$ cat src/rtl/mysoc_bus_pkg.sv
`default_nettype none
// ============================================================================
// Module   : mysoc_bus_pkg
// Purpose  : Shared types and defaults for the CPU-to-SoC memory bus arbiter.
// Revision : 1.0  initial release
// ============================================================================
package mysoc_bus_pkg;

    localparam int c_DEFAULT_AW = 32;
    localparam int c_DEFAULT_DW = 32;

    typedef enum logic [1:0] {
        IDLE = 2'd0,
        ADDR = 2'd1,
        DATA = 2'd2,
        RESP = 2'd3
    } arbState_t;

    typedef enum logic {
        GNT_INST = 1'b0,
        GNT_DATA = 1'b1
    } grant_t;

endpackage
`default_nettype wire

$ cat src/rtl/cpu_mem_arbiter_if.sv
`default_nettype none
// ============================================================================
// Module   : cpu_mem_arbiter_if
// Purpose  : Fetch port, data port and shared bus signals of the memory arbiter.
// Revision : 1.0  initial release
// ============================================================================
interface cpu_mem_arbiter_if
    import mysoc_bus_pkg::*;
#(
    parameter int AW = c_DEFAULT_AW,
    parameter int DW = c_DEFAULT_DW
) ();

    logic              inst_req;
    logic [AW-1:0]     inst_addr;
    logic [DW-1:0]     inst_rdata;
    logic              inst_data_ok;

    logic              data_req;
    logic              data_wr;
    logic [DW/8-1:0]   data_wstrb;
    logic [AW-1:0]     data_addr;
    logic [DW-1:0]     data_wdata;
    logic [DW-1:0]     data_rdata;
    logic              data_data_ok;

    logic              bus_req;
    logic              bus_wr;
    logic [DW/8-1:0]   bus_wstrb;
    logic [AW-1:0]     bus_addr;
    logic [DW-1:0]     bus_wdata;
    logic              bus_addr_ok;
    logic              bus_data_ok;
    logic [DW-1:0]     bus_rdata;

    logic              stall;

    // Arbiter side
    modport slave (
        input  inst_req, inst_addr,
        input  data_req, data_wr, data_wstrb, data_addr, data_wdata,
        input  bus_addr_ok, bus_data_ok, bus_rdata,
        output inst_rdata, inst_data_ok, data_rdata, data_data_ok,
        output bus_req, bus_wr, bus_wstrb, bus_addr, bus_wdata,
        output stall
    );

    // Core and memory side
    modport master (
        output inst_req, inst_addr,
        output data_req, data_wr, data_wstrb, data_addr, data_wdata,
        output bus_addr_ok, bus_data_ok, bus_rdata,
        input  inst_rdata, inst_data_ok, data_rdata, data_data_ok,
        input  bus_req, bus_wr, bus_wstrb, bus_addr, bus_wdata,
        input  stall
    );

endinterface
`default_nettype wire

$ cat src/rtl/arb_rr2.sv
`default_nettype none
// ============================================================================
// Module   : arb_rr2
// Purpose  : Two-input round-robin grant with a one-bit last-grant history.
// Revision : 1.0  initial release
// ============================================================================
module arb_rr2
    import mysoc_bus_pkg::*;
(
    input  logic   clk,
    input  logic   rst,
    input  logic   i_instReq,
    input  logic   i_dataReq,
    input  logic   i_advance,
    output grant_t o_grant
);

    grant_t r_lastGrant;

    // On a tie the port served most recently loses.
    always_comb begin
        o_grant = GNT_INST;
        if (i_instReq && i_dataReq) begin
            if (r_lastGrant == GNT_INST) begin
                o_grant = GNT_DATA;
            end else begin
                o_grant = GNT_INST;
            end
        end else if (i_dataReq) begin
            o_grant = GNT_DATA;
        end
    end

    always_ff @(posedge clk) begin
        if (rst) begin
            r_lastGrant <= GNT_INST;
        end else if (i_advance) begin
            r_lastGrant <= o_grant;
        end
    end

endmodule
`default_nettype wire

$ cat src/rtl/cpu_mem_arbiter.sv
`default_nettype none
// ============================================================================
// Module   : cpu_mem_arbiter
// Purpose  : Serialises MIPS fetch and data accesses onto one shared bus.
// Revision : 1.0  initial release
// ============================================================================
module cpu_mem_arbiter
    import mysoc_bus_pkg::*;
#(
    parameter int AW = c_DEFAULT_AW,
    parameter int DW = c_DEFAULT_DW
) (
    input  logic                 clk,
    input  logic                 rst,
    cpu_mem_arbiter_if.slave     arbIf
);

    arbState_t         r_state;
    grant_t            r_grant;
    logic              r_busReq;
    logic              r_busWr;
    logic [DW/8-1:0]   r_busWstrb;
    logic [AW-1:0]     r_busAddr;
    logic [DW-1:0]     r_busWdata;
    logic [DW-1:0]     r_instRdata;
    logic [DW-1:0]     r_dataRdata;
    logic              r_instOk;
    logic              r_dataOk;

    logic              w_anyReq;
    logic              w_advance;
    logic              w_complete;
    grant_t            w_grant;

    assign w_anyReq   = arbIf.inst_req | arbIf.data_req;
    assign w_advance  = (r_state == IDLE) && w_anyReq;
    assign w_complete = ((r_state == ADDR) && arbIf.bus_addr_ok && arbIf.bus_data_ok) ||
                        ((r_state == DATA) && arbIf.bus_data_ok);

    arb_rr2 u_arb (
        .clk       (clk),
        .rst       (rst),
        .i_instReq (arbIf.inst_req),
        .i_dataReq (arbIf.data_req),
        .i_advance (w_advance),
        .o_grant   (w_grant)
    );

    always_ff @(posedge clk) begin
        if (rst) begin
            r_state     <= IDLE;
            r_grant     <= GNT_INST;
            r_busReq    <= 1'b0;
            r_busWr     <= 1'b0;
            r_busWstrb  <= '0;
            r_busAddr   <= '0;
            r_busWdata  <= '0;
            r_instRdata <= '0;
            r_dataRdata <= '0;
            r_instOk    <= 1'b0;
            r_dataOk    <= 1'b0;
        end else begin
            r_instOk <= 1'b0;
            r_dataOk <= 1'b0;

            case (r_state)
                IDLE: begin
                    if (w_anyReq) begin
                        r_grant  <= w_grant;
                        r_busReq <= 1'b1;
                        r_state  <= ADDR;
                        if (w_grant == GNT_DATA) begin
                            r_busAddr  <= arbIf.data_addr;
                            r_busWr    <= arbIf.data_wr;
                            r_busWstrb <= arbIf.data_wstrb;
                            r_busWdata <= arbIf.data_wdata;
                        end else begin
                            r_busAddr  <= arbIf.inst_addr;
                            r_busWr    <= 1'b0;
                            r_busWstrb <= '0;
                            r_busWdata <= '0;
                        end
                    end
                end
                ADDR: begin
                    if (arbIf.bus_addr_ok) begin
                        r_busReq <= 1'b0;
                        if (arbIf.bus_data_ok) begin
                            r_state <= RESP;
                        end else begin
                            r_state <= DATA;
                        end
                    end
                end
                DATA: begin
                    if (arbIf.bus_data_ok) begin
                        r_state <= RESP;
                    end
                end
                RESP: begin
                    r_state <= IDLE;
                end
                default: begin
                    r_state <= IDLE;
                end
            endcase

            // Completion raises the owner's pulse in RESP; stores leave read data alone.
            if (w_complete) begin
                if (r_grant == GNT_DATA) begin
                    r_dataOk <= 1'b1;
                    if (!r_busWr) begin
                        r_dataRdata <= arbIf.bus_rdata;
                    end
                end else begin
                    r_instOk <= 1'b1;
                    if (!r_busWr) begin
                        r_instRdata <= arbIf.bus_rdata;
                    end
                end
            end
        end
    end

    assign arbIf.bus_req      = r_busReq;
    assign arbIf.bus_wr       = r_busWr;
    assign arbIf.bus_wstrb    = r_busWstrb;
    assign arbIf.bus_addr     = r_busAddr;
    assign arbIf.bus_wdata    = r_busWdata;
    assign arbIf.inst_rdata   = r_instRdata;
    assign arbIf.data_rdata   = r_dataRdata;
    assign arbIf.inst_data_ok = r_instOk;
    assign arbIf.data_data_ok = r_dataOk;

    assign arbIf.stall = ~rst & ((arbIf.inst_req & ~r_instOk) | (arbIf.data_req & ~r_dataOk));

endmodule
`default_nettype wire

$ cat src/flat_wrapper.sv
// flat-port wrapper written by rule: the top's interface ports become plain ports
module cpu_mem_arbiter_flat import mysoc_bus_pkg::*;
#(
    parameter int AW = c_DEFAULT_AW,
    parameter int DW = c_DEFAULT_DW
)
  (clk, rst, arbIf_inst_req, arbIf_inst_addr, arbIf_data_req, arbIf_data_wr, arbIf_data_wstrb, arbIf_data_addr, arbIf_data_wdata, arbIf_bus_addr_ok, arbIf_bus_data_ok, arbIf_bus_rdata, arbIf_inst_rdata, arbIf_inst_data_ok, arbIf_data_rdata, arbIf_data_data_ok, arbIf_bus_req, arbIf_bus_wr, arbIf_bus_wstrb, arbIf_bus_addr, arbIf_bus_wdata, arbIf_stall);
  cpu_mem_arbiter_if #(.AW(AW), .DW(DW)) arbIf_i ();
  input  logic clk;
  input  logic rst;
  input wire logic [$bits(arbIf_i.inst_req)-1:0] arbIf_inst_req;
  input wire logic [$bits(arbIf_i.inst_addr)-1:0] arbIf_inst_addr;
  input wire logic [$bits(arbIf_i.data_req)-1:0] arbIf_data_req;
  input wire logic [$bits(arbIf_i.data_wr)-1:0] arbIf_data_wr;
  input wire logic [$bits(arbIf_i.data_wstrb)-1:0] arbIf_data_wstrb;
  input wire logic [$bits(arbIf_i.data_addr)-1:0] arbIf_data_addr;
  input wire logic [$bits(arbIf_i.data_wdata)-1:0] arbIf_data_wdata;
  input wire logic [$bits(arbIf_i.bus_addr_ok)-1:0] arbIf_bus_addr_ok;
  input wire logic [$bits(arbIf_i.bus_data_ok)-1:0] arbIf_bus_data_ok;
  input wire logic [$bits(arbIf_i.bus_rdata)-1:0] arbIf_bus_rdata;
  output wire logic [$bits(arbIf_i.inst_rdata)-1:0] arbIf_inst_rdata;
  output wire logic [$bits(arbIf_i.inst_data_ok)-1:0] arbIf_inst_data_ok;
  output wire logic [$bits(arbIf_i.data_rdata)-1:0] arbIf_data_rdata;
  output wire logic [$bits(arbIf_i.data_data_ok)-1:0] arbIf_data_data_ok;
  output wire logic [$bits(arbIf_i.bus_req)-1:0] arbIf_bus_req;
  output wire logic [$bits(arbIf_i.bus_wr)-1:0] arbIf_bus_wr;
  output wire logic [$bits(arbIf_i.bus_wstrb)-1:0] arbIf_bus_wstrb;
  output wire logic [$bits(arbIf_i.bus_addr)-1:0] arbIf_bus_addr;
  output wire logic [$bits(arbIf_i.bus_wdata)-1:0] arbIf_bus_wdata;
  output wire logic [$bits(arbIf_i.stall)-1:0] arbIf_stall;
  assign arbIf_i.inst_req = arbIf_inst_req;
  assign arbIf_i.inst_addr = arbIf_inst_addr;
  assign arbIf_i.data_req = arbIf_data_req;
  assign arbIf_i.data_wr = arbIf_data_wr;
  assign arbIf_i.data_wstrb = arbIf_data_wstrb;
  assign arbIf_i.data_addr = arbIf_data_addr;
  assign arbIf_i.data_wdata = arbIf_data_wdata;
  assign arbIf_i.bus_addr_ok = arbIf_bus_addr_ok;
  assign arbIf_i.bus_data_ok = arbIf_bus_data_ok;
  assign arbIf_i.bus_rdata = arbIf_bus_rdata;
  assign arbIf_inst_rdata = arbIf_i.inst_rdata;
  assign arbIf_inst_data_ok = arbIf_i.inst_data_ok;
  assign arbIf_data_rdata = arbIf_i.data_rdata;
  assign arbIf_data_data_ok = arbIf_i.data_data_ok;
  assign arbIf_bus_req = arbIf_i.bus_req;
  assign arbIf_bus_wr = arbIf_i.bus_wr;
  assign arbIf_bus_wstrb = arbIf_i.bus_wstrb;
  assign arbIf_bus_addr = arbIf_i.bus_addr;
  assign arbIf_bus_wdata = arbIf_i.bus_wdata;
  assign arbIf_stall = arbIf_i.stall;
  cpu_mem_arbiter #(.AW(AW), .DW(DW)) u_core (.clk(clk), .rst(rst), .arbIf(arbIf_i));
endmodule
$ cat config.mk
export PLATFORM = sky130hd
export DESIGN_NAME = cpu_mem_arbiter_flat
export DESIGN_NICKNAME = d
export VERILOG_FILES = /design/src/rtl/mysoc_bus_pkg.sv /design/src/rtl/cpu_mem_arbiter_if.sv /design/src/rtl/arb_rr2.sv /design/src/rtl/cpu_mem_arbiter.sv /design/src/flat_wrapper.sv
export SDC_FILE = /design/constraint.sdc
export NUM_CORES = 1
export LEC_CHECK = 0
export BUFFER_PORTS_ARGS = -buffer_cell sky130_fd_sc_hd__buf_2
export CAP_MARGIN = 20
export CORE_AREA = 2 2 135 111
export CTS_CLUSTER_DIAMETER = 200
export CTS_CLUSTER_SIZE = 25
export DETAILED_ROUTE_END_ITERATION = 10
export DIE_AREA = 0 0 137 113
export PLACE_DENSITY = 0.7
export SYNTH_ARGS = -nofsm -noshare
export SYNTH_HDL_FRONTEND = slang
export SYNTH_SLANG_ARGS = --single-unit
$ cat constraint.sdc
create_clock -name clk -period 2.7 [get_ports clk]
set_input_delay 0.54 -clock clk [delete_from_list [all_inputs] [get_ports clk]]
set_output_delay 0.54 -clock clk [all_outputs]
set_load 0.1 [all_outputs]
* Word-level counts from Yosys, hierarchy flattened
Index checks and enable logic that the tools add are counted.
Storage, ports and cells: bits in registers 140, bits of input ports 139, logic and storage cells 60, output and inout bits 137
Cells by class: mux-type cells 17, equal/unequal tests 6, reduce and logical (&&, ||, !) cells 14, bitwise gates (word level) 11
Operators with widths (number):
- $mux W32 | 2
- $reduce_and A3 Y1 | 4
- $mux W1 | 9
- $pmux W2 S4 | 1
- $mux W2 | 3
- $not A1 Y1 | 6
- $logic_and A1 B1 Y1 | 5
- $eq A2 B2 Y1 const B | 2
- $mux W4 | 1
- $ne A2 B2 Y1 const B | 2
- $and A1 B1 Y1 | 3
- $eq A2 B1 Y1 const B | 1
- $logic_not A2 Y1 | 1
- $ne A2 B1 Y1 const B | 1
- $or A1 B1 Y1 | 2
- $pmux W1 S2 | 1
- $reduce_and A2 Y1 | 1
- $reduce_bool A2 Y1 | 1
- $reduce_or A2 Y1 | 1
- $logic_or A1 B1 Y1 | 1

* Depth between registers and ports, before layout
word-level depth 6, gate-level depth with buffers 7, gate-level depth less buffers 5

* Cells and area by module
Synthesis repeated with hierarchy kept, for this count alone.
Second synthesis, totals: cells, all modules 647, area total of the unflattened synthesis 5580.4 um^2
Modules (own cells, without submodules):
- cpu_mem_arbiter | seq. area each 2782.7 um^2, area each 5529.1 um^2, cells each 642, times used 1
- arb_rr2 | seq. area each 20.0 um^2, area each 51.3 um^2, cells each 5, times used 1

* Worst setup path after synthesis
OpenSTA, ideal clock, no wires.
path kind in2out, from input port rst, to output port arbIf_stall, required time 2.160 ns, cell stages on the path 4, arrival 2.539 ns, slack -0.379 ns, cell sequence clkbuf_1 -> clkbuf_1 -> clkbuf_1 -> a21oi_1
On the way: cells in the longest elaborated chain, start to end 2
Ends and longest elaborated chain:
- start: declaration | RTL line flat_wrapper.sv:10 | input logic rst;
- $not A1 Y1 | RTL line cpu_mem_arbiter.sv:135 | assign arbIf.stall = ~rst & ((arbIf.inst_req & ~r_instOk) | (arbIf.data_req & ~r_dataOk));
- $and A1 B1 Y1 | RTL line cpu_mem_arbiter.sv:135
- end: declaration | RTL line flat_wrapper.sv:30 | output wire logic [$bits(arbIf_i.stall)-1:0] arbIf_stall;
Every way passes these cells.

* Worst setup path in the final report
from register u_core.r_dataOk (netlist: u_core.arbIf.data_data_ok), to output port arbIf_stall
On the way: cells in the longest elaborated chain, start to end 4
Ends and longest elaborated chain:
- start: declaration | RTL line cpu_mem_arbiter.sv:28 | logic r_dataOk;
- start signal: assignment | RTL line cpu_mem_arbiter.sv:61 | r_dataOk <= 1'b0;
- start signal: assignment | RTL line cpu_mem_arbiter.sv:64 | r_dataOk <= 1'b0;
- start signal: assignment | RTL line cpu_mem_arbiter.sv:111 | r_dataOk <= 1'b1;
- $not A1 Y1 | RTL line cpu_mem_arbiter.sv:135
- $and A1 B1 Y1 | RTL line cpu_mem_arbiter.sv:135
- $or A1 B1 Y1 | RTL line cpu_mem_arbiter.sv:135
- $and A1 B1 Y1 | RTL line cpu_mem_arbiter.sv:135
Every way passes these cells.

==> run metrics <==
flops & latches, synth 139; number of library cell types mapped by synthesis 39; Detailed Route WL 16.2 mm; VDD IR max 873 uV; post-synth top area cell dfxtp_1; Slew headroom 33.6%; Critical Path RT 2.16 ns; Reg power frac 26.2%; Max Freq 510 MHz; Net Sw Frac 51.1%; most frequent cells in the layout buf_2 (274), dfxtp_1 (139), nor2_1 (70); Internal Power 4920 uW; Switch Pwr 5150 uW; syn_nets 748; clk buf depth 2; htree depth 4; Clk Latency, worst-skew pair 0.41 ns; sequential element share of the synthesized area 50.4%; largest net degree at the start of global routing 141; Clk pwr share 23.9%; Initial Utilization 39.3%; clk sinks 139; commonest non-fill, non-tap cell in the layout buf_2; Final Hold Violating Endpoints 0; die span in y 113 um; average size of a mapped cell 9.12 um2; number of global-route vias before repair 4,930; gr ovfl total 0; final RePlAce weighted congestion 0.771; Final Slew Violations 0; CTS tree done; Fillers 1,318; Hold Path Class input port to flop; Post-synth ARST share 0%; Worst Max-Slew Pin Slew 0.996 ns; combinational share of power 49.8%; Worst Path Arrival 1.42 ns; RSZ-0062 raised after global routing no; Clock Pin Slew Worst Setup and Hold Paths 0.06 ns; WL per Instance 15.5 um; max-cap viol count 0; Final min period 1.96 ns; via/cell ratio 5.27; post-CTS resize count 0; P_leak 0.00343 uW; yosys warns 0; post-synth top area share 50.4%; first-pass GRT wire length 25.1 mm; hpwl dp 10.9 mm; area added between synthesis and finish 37.7%; layout cell share with drive strength beyond 1 38.1%; pre-CTS WS 0.684 ns; critical path startpoint category flop; EDFF count, synth 0; vias 5,493; I/O Buffers 275; Final TNS setup 0 ns; initial antenna violation count 0; Antenna Cells 0; Cell Pwr Density 1320 nW/um2; endpoints failing setup 0; # Post-CTS Setup Buffers 0; router iterations before antenna repair 4; Synth area leaders dfxtp_1 (50%), a21oi_1 (6.1%), a32oi_1 (5.9%); hold_ws 0.384 ns; clock skew 0.00783 ns; final worst slack 0.738 ns; Initial DRC Count 362; FP Rows 39; crit share post-route 72.7%; final design utilization 54.1%; die span in x 137 um; Main synth FF type dfxtp_1; total CTS buffers 17; area of the die 15,500 um2; root buf cell clkbuf_16; worst-path fanout max 2; CORE AREA 14,100 um2; cells after synthesis 605; Antenna Nets Post-Route 0; All-Layer GR Usage 20.3%; hold_buf cts 0; Final #Nets 990; endpoint class of the critical path primary output; Remaining DRCs 0; status finished clean; synthesized cell area 5520 um2; Ports 276; Crit Path Class flop to primary output
-- sequential cells by signal (all words and copies together), names as in the netlist --
signal,flops
u_core.arbIf.inst_rdata,32
u_core.arbIf.data_rdata,32
u_core.arbIf.bus_req,1
u_core.arbIf.inst_data_ok,1
u_core.arbIf.data_data_ok,1
u_core.r_state,2
u_core.arbIf.bus_wr,1
u_core.arbIf.bus_wdata,32
u_core.arbIf.bus_wstrb,4
u_core.arbIf.bus_addr,32
u_core.r_grant,1
-- power groups by stage --
stage	sequential [uW]	combinational [uW]	clock (uW)
3_5_place_dp	2680	5020	0
2_1_floorplan	5310	1480	0
3_3_place_gp	2670	5010	0
5_1_grt	2690	5260	2540
4_1_cts	2640	5030	2460
6_report	2640	5010	2410
-- Yosys cell counts, types with 3 or more instances --
cell,number
dfxtp_1,139
nor2_1,70
a21oi_1,67
nand3_1,64
o21ai_0,61
a32oi_1,37
clkbuf_1,35
a211oi_1,32
mux2i_1,32
buf_2,22
o21ai_1,5
ha_1,4
buf_12,3
nand2_1,3
nand2b_1,3
-- path summary, 6_finish.rpt --
path,from,endpoint,slack (ns),cells after the start
max,u_core.arbIf.data_data_ok,arbIf_stall,0.74,3
min reg2reg,u_core.arbIf.bus_req,u_core.arbIf.bus_req,0.47,2
max reg2reg,u_core.r_state[1],u_core.arbIf.data_rdata[29],0.78,6
min,arbIf_bus_rdata[20],u_core.arbIf.data_rdata[20],0.38,3
-- worst max-delay path: stages, from the launching register on --
cell and delay, ns:
dfxtp_1 0.30, nand2b_1 0.15, a21oi_2 0.13, buf_2 0.44
-- through the flow --
step           std cells  instance area, um2  total power [uW]
6_report            1043                7600             10100
5_1_grt             1043                7600             10500
4_1_cts             1043                7600             10100
3_5_place_dp        1012                6980              7700
3_3_place_gp        1012                6980              7680
2_1_floorplan        605                5520              6800
-- cells by family (layout without fill, tap and decap cells) --
logic type	Yosys count	in the layout	share of synthesized area, %
AOI/OAI and AO/OA	212	212	23.9
adders and majority gates	4	4	0.907
buffers and inverters	67	321	6.31
DFF	139	139	50.4
muxes	32	32	5.81
and+or+nand+nor	151	151	12.7
-- routing by layer --
layer / wire length, um / vias up / global-route usage [%]
met1: 7180 / 2571 / 26.5
li1: - / 2702 / -
met5: 0 / - / 0
met3: 1160 / 26 / 5.73
met2: 7550 / 194 / 31.0
met4: 314 / 0 / 9.35
-- layout make-up --
type / count / area (um2) / area share (%)
clock inverter: 10 / 140 / 1.84
inverter: 2 / 7.51 / 0.0988
sequential: 139 / 2780 / 36.6
clock buffer: 21 / 480 / 6.32
tap: 184 / 230 / 3.03
multi-input combinational: 399 / 2420 / 31.8
timing repair buffer: 288 / 1540 / 20.3
Note: power is estimated with default switching activity, not from simulation.
